$ cat config.mk
export PLATFORM = sky130hd
export DESIGN_NAME = page_release
export DESIGN_NICKNAME = d
export VERILOG_FILES = /design/src/rtl/mmu_pkg.sv /design/src/rtl/pos_to_mask.sv /design/src/rtl/page_release.sv
export SDC_FILE = /design/constraint.sdc
export NUM_CORES = 1
export LEC_CHECK = 0
export CELL_PAD_IN_SITES_DETAIL_PLACEMENT = 0
export CELL_PAD_IN_SITES_GLOBAL_PLACEMENT = 1
export CORE_MARGIN = 3
export CORE_UTILIZATION = 35
export DETAILED_ROUTE_END_ITERATION = 7
export HOLD_SLACK_MARGIN = 0.06
export PLACE_DENSITY_LB_ADDON = 0.15
export SLEW_MARGIN = 10
export SYNTH_ARGS = -nofsm -noshare
export SYNTH_HDL_FRONTEND = slang
export SYNTH_HIERARCHICAL = 1
export SYNTH_SLANG_ARGS = --single-unit
$ cat constraint.sdc
create_clock -name clk -period 18 [get_ports clk]
set_input_delay 1.8 -clock clk [delete_from_list [all_inputs] [get_ports clk]]
set_output_delay 1.8 -clock clk [all_outputs]
set_load 0.005 [all_outputs]
$ cat src/rtl/mmu_pkg.sv
// mmu_pkg: shared constants, error codes and release FSM states for the page allocator
package mmu_pkg;
    localparam int WIDTH = 64;
    localparam int POS_W = 7;
    localparam logic [1:0] ERR_NONE   = 2'd0;
    localparam logic [1:0] ERR_RANGE  = 2'd1;
    localparam logic [1:0] ERR_DOUBLE = 2'd2;
    typedef enum logic [1:0] {IDLE, DECODE, COMMIT} state_t;
endpackage

$ cat src/rtl/pos_to_mask.sv
// pos_to_mask: decodes a 1-based page position into a one-hot mask plus out-of-range flag
module pos_to_mask #(
    parameter int WIDTH = mmu_pkg::WIDTH,
    parameter int POS_W = mmu_pkg::POS_W
) (
    input  logic [POS_W-1:0] pos,
    output logic [WIDTH-1:0] mask,
    output logic             range_err
);
    logic in_range;
    // position 0 means "none" and anything above WIDTH has no page behind it
    always_comb begin
        in_range  = (pos != '0) && (pos <= POS_W'(WIDTH));
        range_err = !in_range;
        mask      = in_range ? (WIDTH'(1) << (pos - POS_W'(1))) : '0;
    end
endmodule

$ cat src/rtl/page_release.sv
// page_release: owns the page occupancy bitmap, commits allocations and validates/executes frees
module page_release #(
    parameter int WIDTH = mmu_pkg::WIDTH,
    parameter int POS_W = mmu_pkg::POS_W
) (
    input  logic             clk,
    input  logic             rst,
    input  logic             free_valid,
    output logic             free_ready,
    input  logic [POS_W-1:0] free_pos,
    input  logic             alloc_valid,
    input  logic [WIDTH-1:0] alloc_mask,
    output logic [WIDTH-1:0] bitmap,
    output logic [POS_W-1:0] free_count,
    output logic             free_done,
    output logic             free_err,
    output logic [1:0]       err_code,
    output logic             alloc_err
);
    import mmu_pkg::*;

    state_t             state, state_n;
    logic [POS_W-1:0]   pos_q;
    logic [WIDTH-1:0]   mask_q, dec_mask, clr, set, next;
    logic               range_q, dec_range;
    logic               done_n, err_n, alloc_err_n;
    logic [1:0]         code_n;
    logic [4:0]         slice_cnt [4];
    logic [POS_W-1:0]   pop;

    pos_to_mask #(.WIDTH(WIDTH), .POS_W(POS_W)) u_dec (
        .pos       (pos_q),
        .mask      (dec_mask),
        .range_err (dec_range)
    );

    // release FSM: accept in IDLE, decode, then validate against the live bitmap and commit
    always_comb begin
        state_n    = state;
        free_ready = 1'b0;
        clr        = '0;
        done_n     = 1'b0;
        err_n      = 1'b0;
        code_n     = err_code;
        case (state)
            IDLE: begin
                free_ready = 1'b1;
                state_n    = free_valid ? DECODE : IDLE;
            end
            DECODE: state_n = COMMIT;
            COMMIT: begin
                state_n = IDLE;
                if (range_q) begin
                    err_n  = 1'b1;
                    code_n = ERR_RANGE;
                end else if ((bitmap & mask_q) == '0) begin
                    err_n  = 1'b1;
                    code_n = ERR_DOUBLE;
                end else begin
                    clr    = mask_q;
                    done_n = 1'b1;
                end
            end
            default: state_n = IDLE;
        endcase
    end

    // next bitmap: allocation sets win over a same-cycle release of the same page
    always_comb begin
        set         = alloc_valid ? alloc_mask : '0;
        next        = (bitmap & ~clr) | set;
        alloc_err_n = alloc_valid & |(alloc_mask & bitmap);
    end

    // popcount of the next bitmap as four 16-bit slice counts summed together
    always_comb begin
        for (int s = 0; s < 4; s++) begin
            slice_cnt[s] = '0;
            for (int b = 0; b < 16; b++) slice_cnt[s] = slice_cnt[s] + 5'(next[16*s+b]);
        end
        pop = (POS_W'(slice_cnt[0]) + POS_W'(slice_cnt[1])) + (POS_W'(slice_cnt[2]) + POS_W'(slice_cnt[3]));
    end

    // state, request latches, bitmap/count and result pulses
    always_ff @(posedge clk or posedge rst) begin
        if (rst) begin
            state      <= IDLE;
            pos_q      <= '0;
            mask_q     <= '0;
            range_q    <= 1'b0;
            bitmap     <= '0;
            free_count <= POS_W'(WIDTH);
            free_done  <= 1'b0;
            free_err   <= 1'b0;
            err_code   <= ERR_NONE;
            alloc_err  <= 1'b0;
        end else begin
            state      <= state_n;
            if (state == IDLE && free_valid) pos_q <= free_pos;
            if (state == DECODE) begin
                mask_q  <= dec_mask;
                range_q <= dec_range;
            end
            bitmap     <= next;
            free_count <= POS_W'(WIDTH) - pop;
            free_done  <= done_n;
            free_err   <= err_n;
            err_code   <= code_n;
            alloc_err  <= alloc_err_n;
        end
    end
endmodule
==> results of run 1 <==
[sequential cells by signal, summed over array words and instances, names as in the netlist]
| name | flops |
|---|---|
| mask_q | 64 |
| free_done | 1 |
| free_count | 7 |
| range_q | 1 |
| err_code | 2 |
| pos_q | 7 |
| free_err | 1 |
| state | 2 |
| alloc_err | 1 |
| bitmap | 64 |
[placed cells by master (no fill, tap or decap), drive strengths merged, types with 3 or more instances in the layout]
cell and count:
a41oi 64, dfrtp 149, mux2 73, nand2 80, clkdlybuf4s50 150, inv 116
o21ai 3, buf 6, xnor2 6, clkbuf 17, ha 62, a41o 22
fa 53, a22oi 30, nand4 9, nand3 10, and4 3, nor2 45
clkinv 5, a221oi 17, nor2b 3, a22o 17, nor3 28, a21oi 70
[cell type report]
class	count	area, um^2	share of cell area
repair buffers	156	1550	0.126
multi-input cells	615	5490	0.447
well taps	372	465	0.0379
clock inverters	15	184	0.0150
inverters	109	414	0.0337
clock buffers	17	425	0.0346
flip-flops and latches	150	3750	0.306
[logic make-up (layout without fill, tap and decap cells)]
group | after synthesis | count (layout) | synth area share
compound gates | 229 | 229 | 0.190
fa+ha+maj | 115 | 115 | 0.187
mux | 75 | 75 | 0.0863
flops | 150 | 150 | 0.381
xor+xnor | 7 | 7 | 0.00623
simple gates | 189 | 189 | 0.0867
buf+inv | 154 | 297 | 0.0632
[routing by layer]
| layer | vias to the layer above | routed length, um |
|---|---|---|
| met5 | - | 0 |
| met4 | 0 | 612 |
| met3 | 29 | 2450 |
| met2 | 328 | 16300 |
| met1 | 4117 | 16800 |
| li1 | 3605 | - |
[power by group through the flow]
stage / sequential (mW) / clock [mW] / combinational [mW]
global placement: 0.387 / 0 / 0.327
finish: 0.381 / 0.379 / 0.332
floorplan: 0.376 / 0 / 0.228
CTS: 0.381 / 0.383 / 0.327
detailed placement: 0.387 / 0 / 0.327
global route: 0.385 / 0.399 / 0.355
[worst max-delay path by stage]
stage | start | endpoint | slack [ns] | depth (start not counted)
after floorplan | alloc_valid | free_count[6] | 10.01 | 23
after global placement | alloc_valid | free_count[6] | 9.04 | 23
after detailed placement | alloc_valid | free_count[6] | 8.92 | 23
after CTS | bitmap[9] | free_count[6] | 9.27 | 26
after global routing | bitmap[9] | free_count[6] | 8.76 | 27
final | bitmap[9] | free_count[6] | 9.29 | 26
[metrics by stage]
step / instance area, um^2 / cells / total power, mW / util / setup slack (ns)
2_1_floorplan: 9840 / 919 / 0.604 / - / 10.01
3_3_place_gp: 11700 / 1402 / 0.714 / 0.427 / 9.04
3_5_place_dp: 11700 / 1402 / 0.714 / 0.427 / 8.92
4_1_cts: 12300 / 1434 / 1.09 / 0.449 / 9.27
5_1_grt: 12300 / 1434 / 1.14 / 0.449 / 8.76
6_report: 12300 / 1434 / 1.09 / 0.449 / 9.29
[critical path, cell delays in order (launching register included)]
cell	delay, ns
sky130_fd_sc_hd__dfrtp_1	0.43
sky130_fd_sc_hd__a22oi_1	0.46
sky130_fd_sc_hd__nand4_1	0.19
sky130_fd_sc_hd__nor3_1	0.48
sky130_fd_sc_hd__nand4_4	0.62
sky130_fd_sc_hd__buf_4	0.59
sky130_fd_sc_hd__a41oi_1	0.62
sky130_fd_sc_hd__fa_1	0.34
sky130_fd_sc_hd__ha_1	0.25
sky130_fd_sc_hd__inv_1	0.06
sky130_fd_sc_hd__ha_1	0.14
sky130_fd_sc_hd__inv_1	0.05
sky130_fd_sc_hd__fa_1	0.53
sky130_fd_sc_hd__inv_1	0.06
sky130_fd_sc_hd__fa_1	0.54
sky130_fd_sc_hd__fa_1	0.45
sky130_fd_sc_hd__fa_1	0.46
sky130_fd_sc_hd__fa_1	0.51
sky130_fd_sc_hd__fa_1	0.55
sky130_fd_sc_hd__inv_1	0.04
sky130_fd_sc_hd__ha_1	0.26
sky130_fd_sc_hd__inv_1	0.04
sky130_fd_sc_hd__ha_1	0.32
sky130_fd_sc_hd__a21oi_1	0.22
sky130_fd_sc_hd__o21bai_1	0.09
sky130_fd_sc_hd__a21oi_1	0.18
sky130_fd_sc_hd__xnor2_1	0.14
==> results.txt, run 1 <==
----------------------------------------------------
[Clock network]
  Worst-Skew Late Latency ... approximately 0.43 ns
  TritonCTS buffer count ... 17
  CTS tree ... built
  Hold Buf Count CTS ... 0
  Clock transition at path regs ... 0.07 ns
  Gates resized, CTS repair ... 0
  Root buf cell ... sky130_fd_sc_hd__clkbuf_16
  Clock Sink Count ... 150
  H-tree Lvls ... 4
  Buffers inserted during post-CTS setup optimization ... 0
  Worst-case clock buffer depth ... 2

[Worst setup path]
  Reg-to-reg setup timing slack ... 9.29 ns
  CP Data Required Time ... around 18 ns
  Launching element type of the critical path ... flop
  Capturing point of the worst reg2reg path ... free_count[6]
  Crit. End Element ... flop
  Worst reg2reg path depth ... 26
  Reg2reg start ... bitmap[9]
  Data arrival at the endpoint of the critical path ... 9.07 ns
  Max FO, Critical Path ... 55
  Class of the most critical setup path ... flop to flop

[Power]
  Total net switching power ... 0.434 mW
  VDD IR max ... roughly 0.000081 V
  Clock Power Share ... 0.347
  Sw Share ... 0.397
  Static Leakage ... between 5 and 6 nW
  Share of total power in sequential cells ... 0.349
  Areal power density over the cells ... 88.9 nW/um^2
  Power Internal ... 0.658 mW
  Comb power frac ... 0.304

[Worst hold path]
  Depth of the worst hold-timing path ... 2
  Class of the worst hold path ... flop to flop
  Startpoint of the most critical hold path ... err_code[1]
  Endpoint with the worst hold slack ... err_code[1]

[Drt]
  ANT nets after route ... 0
  First-pass DRT Iterations ... 5
  Vias per cell ... 5.63
  Residual DRC ... 0
  Wirelength per Cell ... between 20 and 30 um
  Number of DRC markers in iteration 0 ... 691
  Final WL ... between 30000 and 40000 um
  Number of vias after detailed routing ... 8079

[Logic synthesis]
  Register area share after synthesis ... 0.381
  Most used flip-flop cell after synthesis ... sky130_fd_sc_hd__dfrtp_1
  Synthesized area per cell ... 10.7 um^2
  Post-synthesis instance area ... ~9800 um^2
  Synth Warn # ... 6
  Ranking of synthesized cells by area ... sky130_fd_sc_hd__dfrtp_1, sky130_fd_sc_hd__fa_1, sky130_fd_sc_hd__mux2_2, sky130_fd_sc_hd__ha_1, sky130_fd_sc_hd__inv_1
  Number of unique standard cell types used by synthesis ... 44
  Most instantiated library cell after synthesis ... sky130_fd_sc_hd__dfrtp_1
  Proportion of synthesized flip-flops having asynchronous set or reset ... 1.00
  Mapped Cells ... 919
  Post-synthesis net count ... 1109
  Post-synthesis cell type with the largest combined area ... sky130_fd_sc_hd__dfrtp_1
  Number of synthesized register bits ... 150
  Number of synthesized flops with an enable pin ... 0
  Leading cell types by count after synthesis ... sky130_fd_sc_hd__dfrtp_1, sky130_fd_sc_hd__inv_1, sky130_fd_sc_hd__nand2_1, sky130_fd_sc_hd__mux2_2, sky130_fd_sc_hd__a21oi_1
  Post-synth top area share ... 0.379

[Timing]
  Hold_ws ... around 0.52 ns
  Unrepaired setup endpoints after global routing ... no
  Worst Tran Pin Value ... between 1 and 1.5 ns
  Post-Route Skew ... between 0.015 and 0.02 ns
  Worst relative slew slack ... 0.296
  Count of pins over their slew limit ... 0
  F_max ... 0.115 GHz
  Crit share post-route ... 0.484
  Tmin final ... 8.71 ns
  Final setup TNS ... 0 ns
  Final count of hold timing violations ... 0
  Setup violation total in the final timing report ... 0

[Floorplan]
  Count of standard-cell rows ... 60
  Die Height ... around 170 um
  Die W ... 174 um
  Core Box Area ... 27300 um^2
  Initial core utilization ... 0.360
  I/O pins ... 152
  Area of the die ... around 30000 um^2

[Cells and area]
  Proportion of layout cells with a drive suffix above 1 ... 0.133
  Final layout net count ... 1239
  Area Overhead vs Synth ... 24.8%
  Number of fill cells ... 2658
  Ant diodes ... 0

[GRT]
  Number of antenna violations at the first check in global routing ... 0
  Wire length of the first global-routing pass ... between 50000 and 60000 um
  GRT Residual Overflow ... 0
  Total track usage ... 0.242
  Maximum number of pins on one net before global-route repair ... 91
  M1 GR Usage ... 0.350
  GRT busiest layer ... met2
  Vias in the first global route ... 8192
  Met2 usage ... 0.373
  M3 GR Usage ... 0.0548

[Placed design]
  Global placement routability congestion ... 0.888
  Detailed placer's ending HPWL ... 27900 um
  Buffers on Ports ... 151

[Status]
  Run status ... completed

[Run]
  Max Cap Violations ... 0

----------------------------------------------------
No activity file was read; power rests on OpenSTA's default activity.
==> run 2: changes to the inputs <==
Clock period 18 ns to 8.5 ns, I/O delays scaled along.
==> results.txt, run 2 (synthesis gave the netlist of run 1 again) <==
----------------------------------------------------
[Cells and area]
  Most used cells in the layout excluding fill and tap cells ... sky130_fd_sc_hd__clkdlybuf4s50_1, sky130_fd_sc_hd__dfrtp_1, sky130_fd_sc_hd__inv_1
  Final layout net count ... 1255 (+1.3%)
  Most frequent standard cell in the layout excluding fill and tap cells ... sky130_fd_sc_hd__clkdlybuf4s50_1
  Number of fill cells ... 2594 (-2.4%)
  Largest registers ... bitmap x64, mask_q x64
  Area used by multi-input combinational logic ... 5500 um^2 (about the same)
  Area Overhead vs Synth ... 25.9%
  Proportion of layout cells with a drive suffix above 1 ... 0.146 (+0.0129)
  Sequential cell area ... 3750 um^2 (unchanged)
  Ant diodes ... 0 (unchanged)

[Timing]
  Worst relative slew slack ... 0.320 (+0.0241)
  Setup violation total in the final timing report ... 0 (unchanged)
  Unrepaired setup endpoints after global routing ... no
  Tmin final ... 8.13 ns (-0.580 ns)
  Post-Route Skew ... 0.0151 ns (-0.00443 ns)
  Final count of hold timing violations ... 0 (unchanged)
  Final setup TNS ... 0 ns (unchanged)
  Worst Tran Pin Value ... 0.992 ns (-0.0351 ns)
  Hold_ws ... 0.534 ns (+0.0155 ns)
  Count of pins over their slew limit ... 0 (unchanged)
  Crit share post-route ... 0.956 (+0.472)
  F_max ... 0.123 GHz (+7.1%)

[Clock network]
  Root buf cell ... sky130_fd_sc_hd__clkbuf_16
  H-tree Lvls ... 4 (unchanged)
  Worst-Skew Late Latency ... 0.44 ns (about the same)
  CTS tree ... built
  TritonCTS buffer count ... 17 (unchanged)
  Clock transition at path regs ... 0.07 ns (about the same)
  Clock Sink Count ... 150 (unchanged)
  Worst-case clock buffer depth ... 2 (unchanged)

[Floorplan]
  Initial core utilization ... 0.360 (unchanged)
  I/O pins ... 152 (unchanged)
  Area of the die ... 30200 um^2 (unchanged)
  Core Box Area ... 27300 um^2 (unchanged)
  Die Height ... 174 um (unchanged)
  Count of standard-cell rows ... 60 (unchanged)
  Die W ... 174 um (unchanged)

[GRT]
  Wire length of the first global-routing pass ... 55000 um (+0.55%)
  Vias in the first global route ... 8263 (+0.87%)
  Total track usage ... 0.245 (+0.00314)
  Number of antenna violations at the first check in global routing ... 0 (unchanged)
  GRT Residual Overflow ... 0 (unchanged)
  Maximum number of pins on one net before global-route repair ... 87 (-4.4%)

[Drt]
  Vias per cell ... 5.68 (+0.87%)
  Number of DRC markers in iteration 0 ... 710 (+2.7%)
  Final WL ... 37100 um (+2.6%)
  Length of routed met2 wiring ... 16600 um (+1.9%)
  Highest layer used for signal routing ... met4
  Met1 WL ... 16700 um (about the same)
  ANT nets after route ... 0 (unchanged)
  First-pass DRT Iterations ... 5 (unchanged)
  Wirelength per Cell ... 25.6 um (+1.5%)
  Metal3 WL ... 2880 um (+17%)
  Residual DRC ... 0 (unchanged)
  Number of vias after detailed routing ... 8240 (+2.0%)

[Power]
  Areal power density over the cells ... 188 nW/um^2 (+110%)
  Static Leakage ... 5.44 nW (+1.0%)
  VDD IR max ... 0.000131 V (+62%)

[Worst setup path]
  Class of the most critical setup path ... flop to flop
  CP dominant cell by count ... sky130_fd_sc_hd__fa_1
  Worst path max stage delay ... 0.62 ns (about the same)
  CP Data Required Time ... 8.86 ns (-9.50 ns)
  Launching element type of the critical path ... flop
  Data arrival at the endpoint of the critical path ... 8.49 ns (-0.58 ns)
  Max FO, Critical Path ... 26 (-53%)
  Worst path slowest cell ... sky130_fd_sc_hd__nor3_1
  Crit. End Element ... flop

[Placed design]
  Global placement routability congestion ... 0.905 (+1.9%)
  Buffers on Ports ... 151 (unchanged)
  Detailed placer's ending HPWL ... 29100 um (+4.4%)

[Status]
  Run status ... completed

[Worst hold path]
  Class of the worst hold path ... flop to flop

[Run]
  Max Cap Violations ... 0 (unchanged)

----------------------------------------------------
==> run 2: path summary, 6_finish.rpt <==
kind,from,to,slack [ns],depth (start not counted)
min in group asynchronous,rst,state[0],0.95,2
setup reg to reg,bitmap[45],free_count[6],0.37,25
hold / removal,err_code[1],err_code[1],0.53,2
hold reg to reg,err_code[1],err_code[1],0.53,2
max in group asynchronous,rst,bitmap[34],6.09,3
setup / recovery,bitmap[45],free_count[6],0.37,25
==> run 2: repair_timing <==
action                                  4_1_cts  5_1_grt
buffers inserted                              0        0
gates resized for setup                       0        1
endpoints found under the setup margin        0        1
endpoints found under the hold margin         0        0
hold buffers                                  0        0
==> run 2: metrics by stage <==
stage	cells	utilization	power, mW	worst slack, ns	instance area (um^2)
final	1450	0.453	2.33	0.373	12400
after CTS	1450	0.453	2.33	0.324	12400
after detailed placement	1418	0.432	1.54	0.363	11800
after floorplan	919	-	1.28	1.46	9840
after global placement	1418	0.432	1.55	0.415	11800
after global routing	1450	0.453	2.42	0.0891	12400
==> run 2: layout make-up <==
cell class | instances | share of cell area
Multi-Input combinational cell | 615 | 0.444
Sequential cell | 150 | 0.303
Timing Repair Buffer | 172 | 0.135
Tap cell | 372 | 0.0376
Clock buffer | 18 | 0.0346
Inverter | 109 | 0.0334
Clock inverter | 14 | 0.0132
==> run 2: worst max-delay path: cells and delay by family, from the launching register on <==
family,cells,cell delay (ns)
AO/OA/AOI/OAI,5,1.10
adder cells (fa/ha/maj),11,4.64
XOR/XNOR,1,0.14
flip-flops,1,0.45
AND/OR/NAND/NOR,3,1.11
buffers and inverters,5,0.59
==> run 2: where the power goes <==
| part | switching [mW] | total, mW | internal, mW |
|---|---|---|---|
| sequential | 0.0520 | 0.806 | 0.754 |
| clock | 0.345 | 0.787 | 0.441 |
| combinational | 0.515 | 0.738 | 0.223 |
==> run 2: layer usage <==
metal  vias to the layer above  track usage
met5                         -            0
met4                         0       0.0637
met3                        38       0.0530
met2                       390        0.379
met1                      4172        0.351
li1                       3640            -
==> run 3: changes to the inputs <==
Settings changed: CTS_CLUSTER_SIZE from default to 20.
==> results of run 3 <==
Final layout, timing and power as in run 2 (identical DEF).
